--- config.mk ---
export PLATFORM = sky130hd
export DESIGN_NAME = bj_card_dealer
export DESIGN_NICKNAME = d
export VERILOG_FILES = /design/src/rtl/bj_pkg.sv /design/src/rtl/bj_lfsr16.sv /design/src/rtl/bj_card_dealer.sv
export SDC_FILE = /design/constraint.sdc
export NUM_CORES = 1
export LEC_CHECK = 0
export CORE_ASPECT_RATIO = 1.1
export CORE_MARGIN = 4
export CORE_UTILIZATION = 50
export CTS_BUF_LIST = sky130_fd_sc_hd__clkbuf_8 sky130_fd_sc_hd__clkbuf_16
export CTS_CLUSTER_DIAMETER = 120
export DETAILED_ROUTE_END_ITERATION = 12
export PLACE_DENSITY_LB_ADDON = 0.05
export SLEW_MARGIN = 20
export SYNTH_ARGS = -nofsm -noshare
export SYNTH_HDL_FRONTEND = slang
export SYNTH_HIERARCHICAL = 1
export SYNTH_SLANG_ARGS = --single-unit
--- constraint.sdc ---
create_clock -name CLK -period 2.9 [get_ports CLK]
set_clock_uncertainty 0.05 [all_clocks]
set_input_delay 0.725 -clock CLK [delete_from_list [all_inputs] [get_ports CLK]]
set_output_delay 0.725 -clock CLK [all_outputs]
set_load 0.02 [all_outputs]
--- src/rtl/bj_pkg.sv ---
// Shared types and constants for the blackjack card dealer.
package bj_pkg;

  typedef enum logic [2:0] {
    ST_IDLE,
    ST_CLEAR,
    ST_DRAW,
    ST_LOAD,
    ST_EVAL
  } dealer_state_t;

  localparam logic [3:0]  CARD_EMPTY    = 4'hF;
  localparam logic [3:0]  CARD_MAX_CODE = 4'd12;
  localparam int unsigned NUM_SLOTS     = 4;

  // Fibonacci step, taps 16,14,13,11 (bits 15,13,12,10), shifting left.
  function automatic logic [15:0] lfsr_next(input logic [15:0] s);
    return {s[14:0], s[15] ^ s[13] ^ s[12] ^ s[10]};
  endfunction

endpackage

--- src/rtl/bj_lfsr16.sv ---
// 16-bit free-running Fibonacci LFSR used as the card source.
module bj_lfsr16
  import bj_pkg::*;
#(
  parameter logic [15:0] SEED = 16'hACE1
) (
  input  logic        CLK,
  input  logic        CLR,
  output logic [15:0] out
);

  // An all-zero state would lock up the register.
  localparam logic [15:0] SEED_EFF = (SEED == 16'h0000) ? 16'h0001 : SEED;

  logic [15:0] lfsr_q;
  logic [15:0] lfsr_d;

  always_comb begin
    lfsr_d = lfsr_next(lfsr_q);
  end

  always_ff @(posedge CLK) begin
    if (CLR) begin
      lfsr_q <= SEED_EFF;
    end else begin
      lfsr_q <= lfsr_d;
    end
  end

  assign out = lfsr_q;

endmodule

--- src/rtl/bj_card_dealer.sv ---
// Write-side controller for the 4-slot blackjack hand register: draws cards,
// loads them, reads back the total and tracks bust / hand-over status.
module bj_card_dealer
  import bj_pkg::*;
#(
  parameter logic [15:0] LFSR_SEED  = 16'hACE1,
  parameter int unsigned BUST_LIMIT = 21,
  parameter int unsigned DEAL_INIT  = 2
) (
  input  logic       CLK,
  input  logic       CLR,
  input  logic       NEW_HAND,
  input  logic       HIT,
  input  logic       STAND,
  input  logic [4:0] CNT,
  output logic       LD,
  output logic [1:0] POS,
  output logic [3:0] D,
  output logic       HAND_CLR,
  output logic       BUSY,
  output logic       DONE,
  output logic       BUST,
  output logic       HAND_OVER,
  output logic [2:0] CARDS
);

  localparam logic [4:0] BUST_LIM  = 5'(BUST_LIMIT);
  localparam logic [2:0] DEAL_CNT  = 3'(DEAL_INIT);
  localparam logic [2:0] FULL_HAND = 3'(NUM_SLOTS);

  dealer_state_t state_q, state_d;
  logic [3:0]    card_q, card_d;
  logic [2:0]    cards_q, cards_d;
  logic [2:0]    pending_q, pending_d;
  logic          bust_q, bust_d;
  logic          over_q, over_d;
  logic          done_q, done_d;
  logic          ld;
  logic          hand_clr;
  logic          can_act;
  logic [15:0]   lfsr;
  logic [3:0]    candidate;
  logic [11:0]   lfsr_unused;

  bj_lfsr16 #(.SEED(LFSR_SEED)) u_lfsr (
    .CLK (CLK),
    .CLR (CLR),
    .out (lfsr)
  );

  assign candidate   = lfsr[3:0];
  assign lfsr_unused = lfsr[15:4];
  assign can_act     = !over_q && (cards_q != 3'd0);

  always_comb begin
    state_d   = state_q;
    card_d    = card_q;
    cards_d   = cards_q;
    pending_d = pending_q;
    bust_d    = bust_q;
    over_d    = over_q;
    done_d    = 1'b0;
    ld        = 1'b0;
    hand_clr  = 1'b0;

    unique case (state_q)
      ST_IDLE: begin
        if (NEW_HAND) begin
          state_d = ST_CLEAR;
        end else if (HIT && can_act) begin
          pending_d = 3'd1;
          state_d   = ST_DRAW;
        end else if (STAND && can_act) begin
          over_d = 1'b1;
          done_d = 1'b1;
        end
      end

      ST_CLEAR: begin
        hand_clr  = 1'b1;
        cards_d   = '0;
        bust_d    = 1'b0;
        over_d    = 1'b0;
        pending_d = DEAL_CNT;
        state_d   = ST_DRAW;
      end

      // Codes 13..15 are rejected; keep sampling the free-running LFSR.
      ST_DRAW: begin
        if (candidate <= CARD_MAX_CODE) begin
          card_d  = candidate;
          state_d = ST_LOAD;
        end
      end

      ST_LOAD: begin
        ld        = 1'b1;
        cards_d   = cards_q + 3'd1;
        pending_d = pending_q - 3'd1;
        state_d   = ST_EVAL;
      end

      ST_EVAL: begin
        if (CNT > BUST_LIM) begin
          bust_d  = 1'b1;
          over_d  = 1'b1;
          done_d  = 1'b1;
          state_d = ST_IDLE;
        end else if ((pending_q != 3'd0) && (cards_q != FULL_HAND)) begin
          state_d = ST_DRAW;
        end else begin
          over_d  = (cards_q == FULL_HAND);
          done_d  = 1'b1;
          state_d = ST_IDLE;
        end
      end

      default: begin
        state_d = ST_IDLE;
      end
    endcase
  end

  always_ff @(posedge CLK) begin
    if (CLR) begin
      state_q   <= ST_IDLE;
      card_q    <= CARD_EMPTY;
      cards_q   <= '0;
      pending_q <= '0;
      bust_q    <= 1'b0;
      over_q    <= 1'b0;
      done_q    <= 1'b0;
    end else begin
      state_q   <= state_d;
      card_q    <= card_d;
      cards_q   <= cards_d;
      pending_q <= pending_d;
      bust_q    <= bust_d;
      over_q    <= over_d;
      done_q    <= done_d;
    end
  end

  assign LD        = ld;
  assign POS       = ld ? cards_q[1:0] : 2'd0;
  assign D         = ld ? card_q : 4'd0;
  assign HAND_CLR  = hand_clr;
  assign BUSY      = (state_q != ST_IDLE);
  assign DONE      = done_q;
  assign BUST      = bust_q;
  assign HAND_OVER = over_q;
  assign CARDS     = cards_q;

endmodule
# After elaboration in Yosys (flattened, before gate mapping)
# Index checks and enable logic that the tools add are counted.
[op_classes]
addsub = 2
n_lt_le_gt_ge = 2
eq_ne = 14
n_mux = 28
bitwise = 3
n_reduce_logical = 18
[op_table]
columns = ["op", "count"]
rows = [
  ["$mux W3", 5],
  ["$pmux W3 S5", 1],
  ["$reduce_bool A3 Y1", 5],
  ["$mux W1", 13],
  ["$ne A2 B2 Y1 const B", 6],
  ["$ne A3 B3 Y1 const B", 3],
  ["$pmux W3 S3", 1],
  ["$eq A3 B2 Y1 const B", 2],
  ["$eq A3 B3 Y1 const B", 2],
  ["$mux W2", 3],
  ["$pmux W3 S2", 1],
  ["$reduce_and A2 Y1", 3],
  ["$gt A5 B5 Y1 const B", 1],
  ["$reduce_and A5 Y1", 1],
  ["$le A4 B4 Y1 const B", 1],
  ["$logic_and A1 B1 Y1", 4],
  ["$mux W4", 1],
  ["$pmux W1 S2", 2],
  ["$reduce_bool A2 Y1", 2],
  ["$add A3 B1 Y3 const B", 1],
  ["$eq A3 B1 Y1 const B", 1],
  ["$logic_not A3 Y1", 1],
  ["$pmux W1 S3", 1],
  ["$reduce_and A3 Y1", 1],
  ["other kinds (3)", 5],
]
[word_totals]
reg_bits = 32
in_bits = 10
out_inout_bits = 15

# Logic depth before layout (Yosys ltp)
[logic_depth]
depth_word = 7
ltp_mapped = 6
depth_no_buf = 6

# Cells and area by module
# Netlist, hierarchy kept.
[by_module_without_submodules]
columns = ["mod", "n_inst", "cells_per_inst", "area_per_inst_um2", "seq_area_each_um2"]
rows = [
  ["bj_card_dealer", 1, 116, 919.6, 320.3],
  ["bj_lfsr16", 1, 51, 566.8, 320.3],
]

# Worst setup path before layout
# Ideal clock, no wire load.
[synth_path]
path_kind = "register to output"
startpoint = "register state_q[2]"
endpoint = "output port POS[0]"
arrival_ps = 1157
path_slack_ps = 968
path_stages_with_launch = 5
path_buffers = 2
cell_sequence = "dfxtp_1 -> buf_6 -> nand2b_1 -> buf_4 -> nor3_1"
[synth_via]
elab_chain_cells = 3
[synth_lines]
columns = ["item", "line", "source"]
rows = [
  ["start: declaration", "bj_card_dealer.sv:31", "dealer_state_t state_q, state_d;"],
  ["start signal: assignment", "bj_card_dealer.sv:134", "state_q <= state_d;"],
  ["$eq A3 B2 Y1", "bj_card_dealer.sv:66", "unique case (state_q)"],
  ["$mux W1", "bj_card_dealer.sv:66", ""],
  ["$mux W2", "bj_card_dealer.sv:145", "assign POS = ld ? cards_q[1:0] : 2'd0;"],
  ["end: declaration", "bj_card_dealer.sv:17", "output logic [1:0] POS,"],
]
# No other way between the ends.

# Worst setup path in the final report
[layout_path]
startpoint = "register state_q[0]"
endpoint = "output port D[0]"
[layout_via]
elab_chain_cells = 3
[layout_lines]
columns = ["item", "line", "source"]
rows = [
  ["$eq A3 B2 Y1", "bj_card_dealer.sv:66", ""],
  ["$mux W1", "bj_card_dealer.sv:66", ""],
  ["$mux W4", "bj_card_dealer.sv:146", "assign D = ld ? card_q : 4'd0;"],
  ["end: declaration", "bj_card_dealer.sv:18", "output logic [3:0] D,"],
]
# No other way between the ends.

==> impl_metrics.env <==
export IMPL_avgSynthCellArea_sq_um=9.00
export IMPL_num_rows=19
export IMPL_ir_worst_vdd_mv=0.549
export IMPL_grt_total_usage_pct=15.7
export IMPL_syn_instance_count=156
export IMPL_postCtsSetupBuffers=0
export IMPL_worstSetupPathType="register to output pin"
export IMPL_slew_headroom_pct=58.3
export IMPL_critPathCaptureType="output pin"
export IMPL_start_util_pct=54.2
export IMPL_area_delta_synth_final_pct=22.2
export IMPL_drcViolationCount=0
export IMPL_clock_latency_ns=0.28
export IMPL_cts_resized=0
export IMPL_p_comb_share_pct=15.2
export IMPL_multi_input_area_sq_um=638
export IMPL_cap_violations=0
export IMPL_drive_gt1_share_pct=5.65
export IMPL_ys_warn_count=6
export IMPL_required_ns=2.12
export IMPL_rsz0062_at_grt="no"
export IMPL_ant_nets=0
export IMPL_place_port_buffers=23
export IMPL_clock_sinks=32
export IMPL_setup_viol=0
export IMPL_dpl_hpwl_microns=1800
export IMPL_finalHoldViolCount=0
export IMPL_min_path_type="register to register"
export IMPL_die_area_sq_mm=0.00372
export IMPL_wire_per_inst_microns=12.5
export IMPL_wl_microns=2610
export IMPL_rr_startpoint="state_q[2]"
export IMPL_cts_tree="built"
export IMPL_r2r_end="HAND_OVER"
export IMPL_cts_buffer_depth=2
export IMPL_fin_tns_setup_ns=0
export IMPL_clock_power_share_pct=38.4
export IMPL_cts_hold_buf=0
export IMPL_cts_root_buffer="clkbuf_8"
export IMPL_r2r_cells=4
export IMPL_cp_max_fo=9
export IMPL_grt_max_degree=20
export IMPL_hold_path_endpoint="u_lfsr/out[6]"
export IMPL_ios=25
export IMPL_p_leak_nw=0.701
export IMPL_cts_inserted_buffers=5
export IMPL_utilization_pct=66.2
export IMPL_p_switching_w=0.000266
export IMPL_die_y_microns=63.6
export IMPL_drtPass1Iterations=4
export IMPL_die_w_microns=58.5
export IMPL_pwr_share_seq_pct=46.5
export IMPL_diodes=0
export IMPL_coreArea_sq_mm=0.00259
export IMPL_gp_congestion=0.771
export IMPL_overflow=0
export IMPL_regArea_sq_um=641
export IMPL_period_share_pct=95.4
export IMPL_hold_depth=1
export IMPL_synth_nets=170
export IMPL_antenna_found_initial=0
export IMPL_worstHoldStart="u_lfsr/out[5]"
export IMPL_avgViaCountPerCell=5.18
export IMPL_status="finished clean"
export IMPL_r2r_setup_slack_ns=1.29
export IMPL_drt_initial_drc_count=29
export IMPL_p_per_area_mw_per_mm2=622
export IMPL_grt_pass1_wl_microns=4480
export IMPL_nets=190
export IMPL_min_period_ns=2.77
export IMPL_netSwitchingFraction_pct=24.9
export IMPL_max_freq_mhz=361
export IMPL_slew_violations=0
export IMPL_vias=1078
export IMPL_worstPathArrival_ns=1.99
export IMPL_internal_power_w=0.000801
export IMPL_clk_pin_slew_worst_paths_ns=0.06
export IMPL_first_global_vias=1023
export IMPL_worstMarginPinSlew_ns=0.624
export IMPL_fill_cells=210
export IMPL_start_kind="register"
export IMPL_htreeDepth=2
export IMPL_syn_area_sq_mm=0.00140
layout make-up:
cell class	count	area share [%]
inverters	12	2.63
flip-flops and latches	32	37.3
repair buffers	25	14.3
clock buffers	5	4.01
clock inverters	3	2.26
multi-input cells	100	37.2
well taps	31	2.26
per-stage QoR:
step                      setup slack (ns)  total power [W]  hold slack (ns)  cells  area (sq um)
after floorplan                      0.968         0.000621            0.333    156          1400
after global placement               0.451         0.000662            0.338    200          1610
after detailed placement             0.418         0.000666            0.345    200          1610
after CTS                            0.117          0.00108            0.360    208          1720
after global routing                0.0180          0.00112            0.377    208          1720
final                                0.134          0.00107            0.356    208          1720
worst max-delay path, cell delays in order, from the launching register on:
cell	delay (ns)
dfxtp_1	0.51
nor2b_1	0.39
and3_1	0.21
clkdlybuf4s50_1	0.60
power groups by stage:
stage                     Combinational, W  Clock (W)  Sequential (W)
after floorplan                   0.000126          0        0.000496
after global placement            0.000159          0        0.000504
after detailed placement          0.000162          0        0.000504
after CTS                         0.000163   0.000420        0.000495
after global routing              0.000180   0.000443        0.000500
final                             0.000162   0.000410        0.000496
per-layer routing:
layer	vias up	wire (microns)	track usage (%)
met1	496	1150	18.6
met5	-	0	0
met3	9	137	5.31
li1	553	-	-
met4	0	70	9.28
met2	20	1250	23.9
worst max path at each step:
| stage | from | end | slack, ns | cells past startpoint |
|---|---|---|---|---|
| global placement | state_q[0] | D[3] | 0.45 | 3 |
| detailed placement | state_q[0] | D[0] | 0.42 | 3 |
| finish | state_q[0] | D[0] | 0.13 | 3 |
| floorplan | state_q[2] | POS[0] | 0.97 | 4 |
| CTS | state_q[0] | D[0] | 0.12 | 3 |
| global route | state_q[0] | POS[0] | 0.02 | 3 |
registers in the layout, indices dropped and copies added (netlist names):
register,count
BUST,1
HAND_OVER,1
pending_q,3
state_q,3
card_q,4
DONE,1
CARDS,3
u_lfsr/out,16
layout by cell type (no fill, tap or decap), drive strengths merged, types with 2 or more instances in the layout:
cell type / count
and3: 4
nand2b: 8
buf: 2
or2: 8
xor2: 2
a211o: 5
nand3: 3
inv: 13
nor2b: 11
nand2: 7
clkdlybuf4s50: 23
a21oi: 7
dfxtp: 32
clkbuf: 5
nor2: 17
ha: 4
nand3b: 2
mux2i: 2
o21ai: 4
nor3: 3
(Power assumes the default switching activity.)
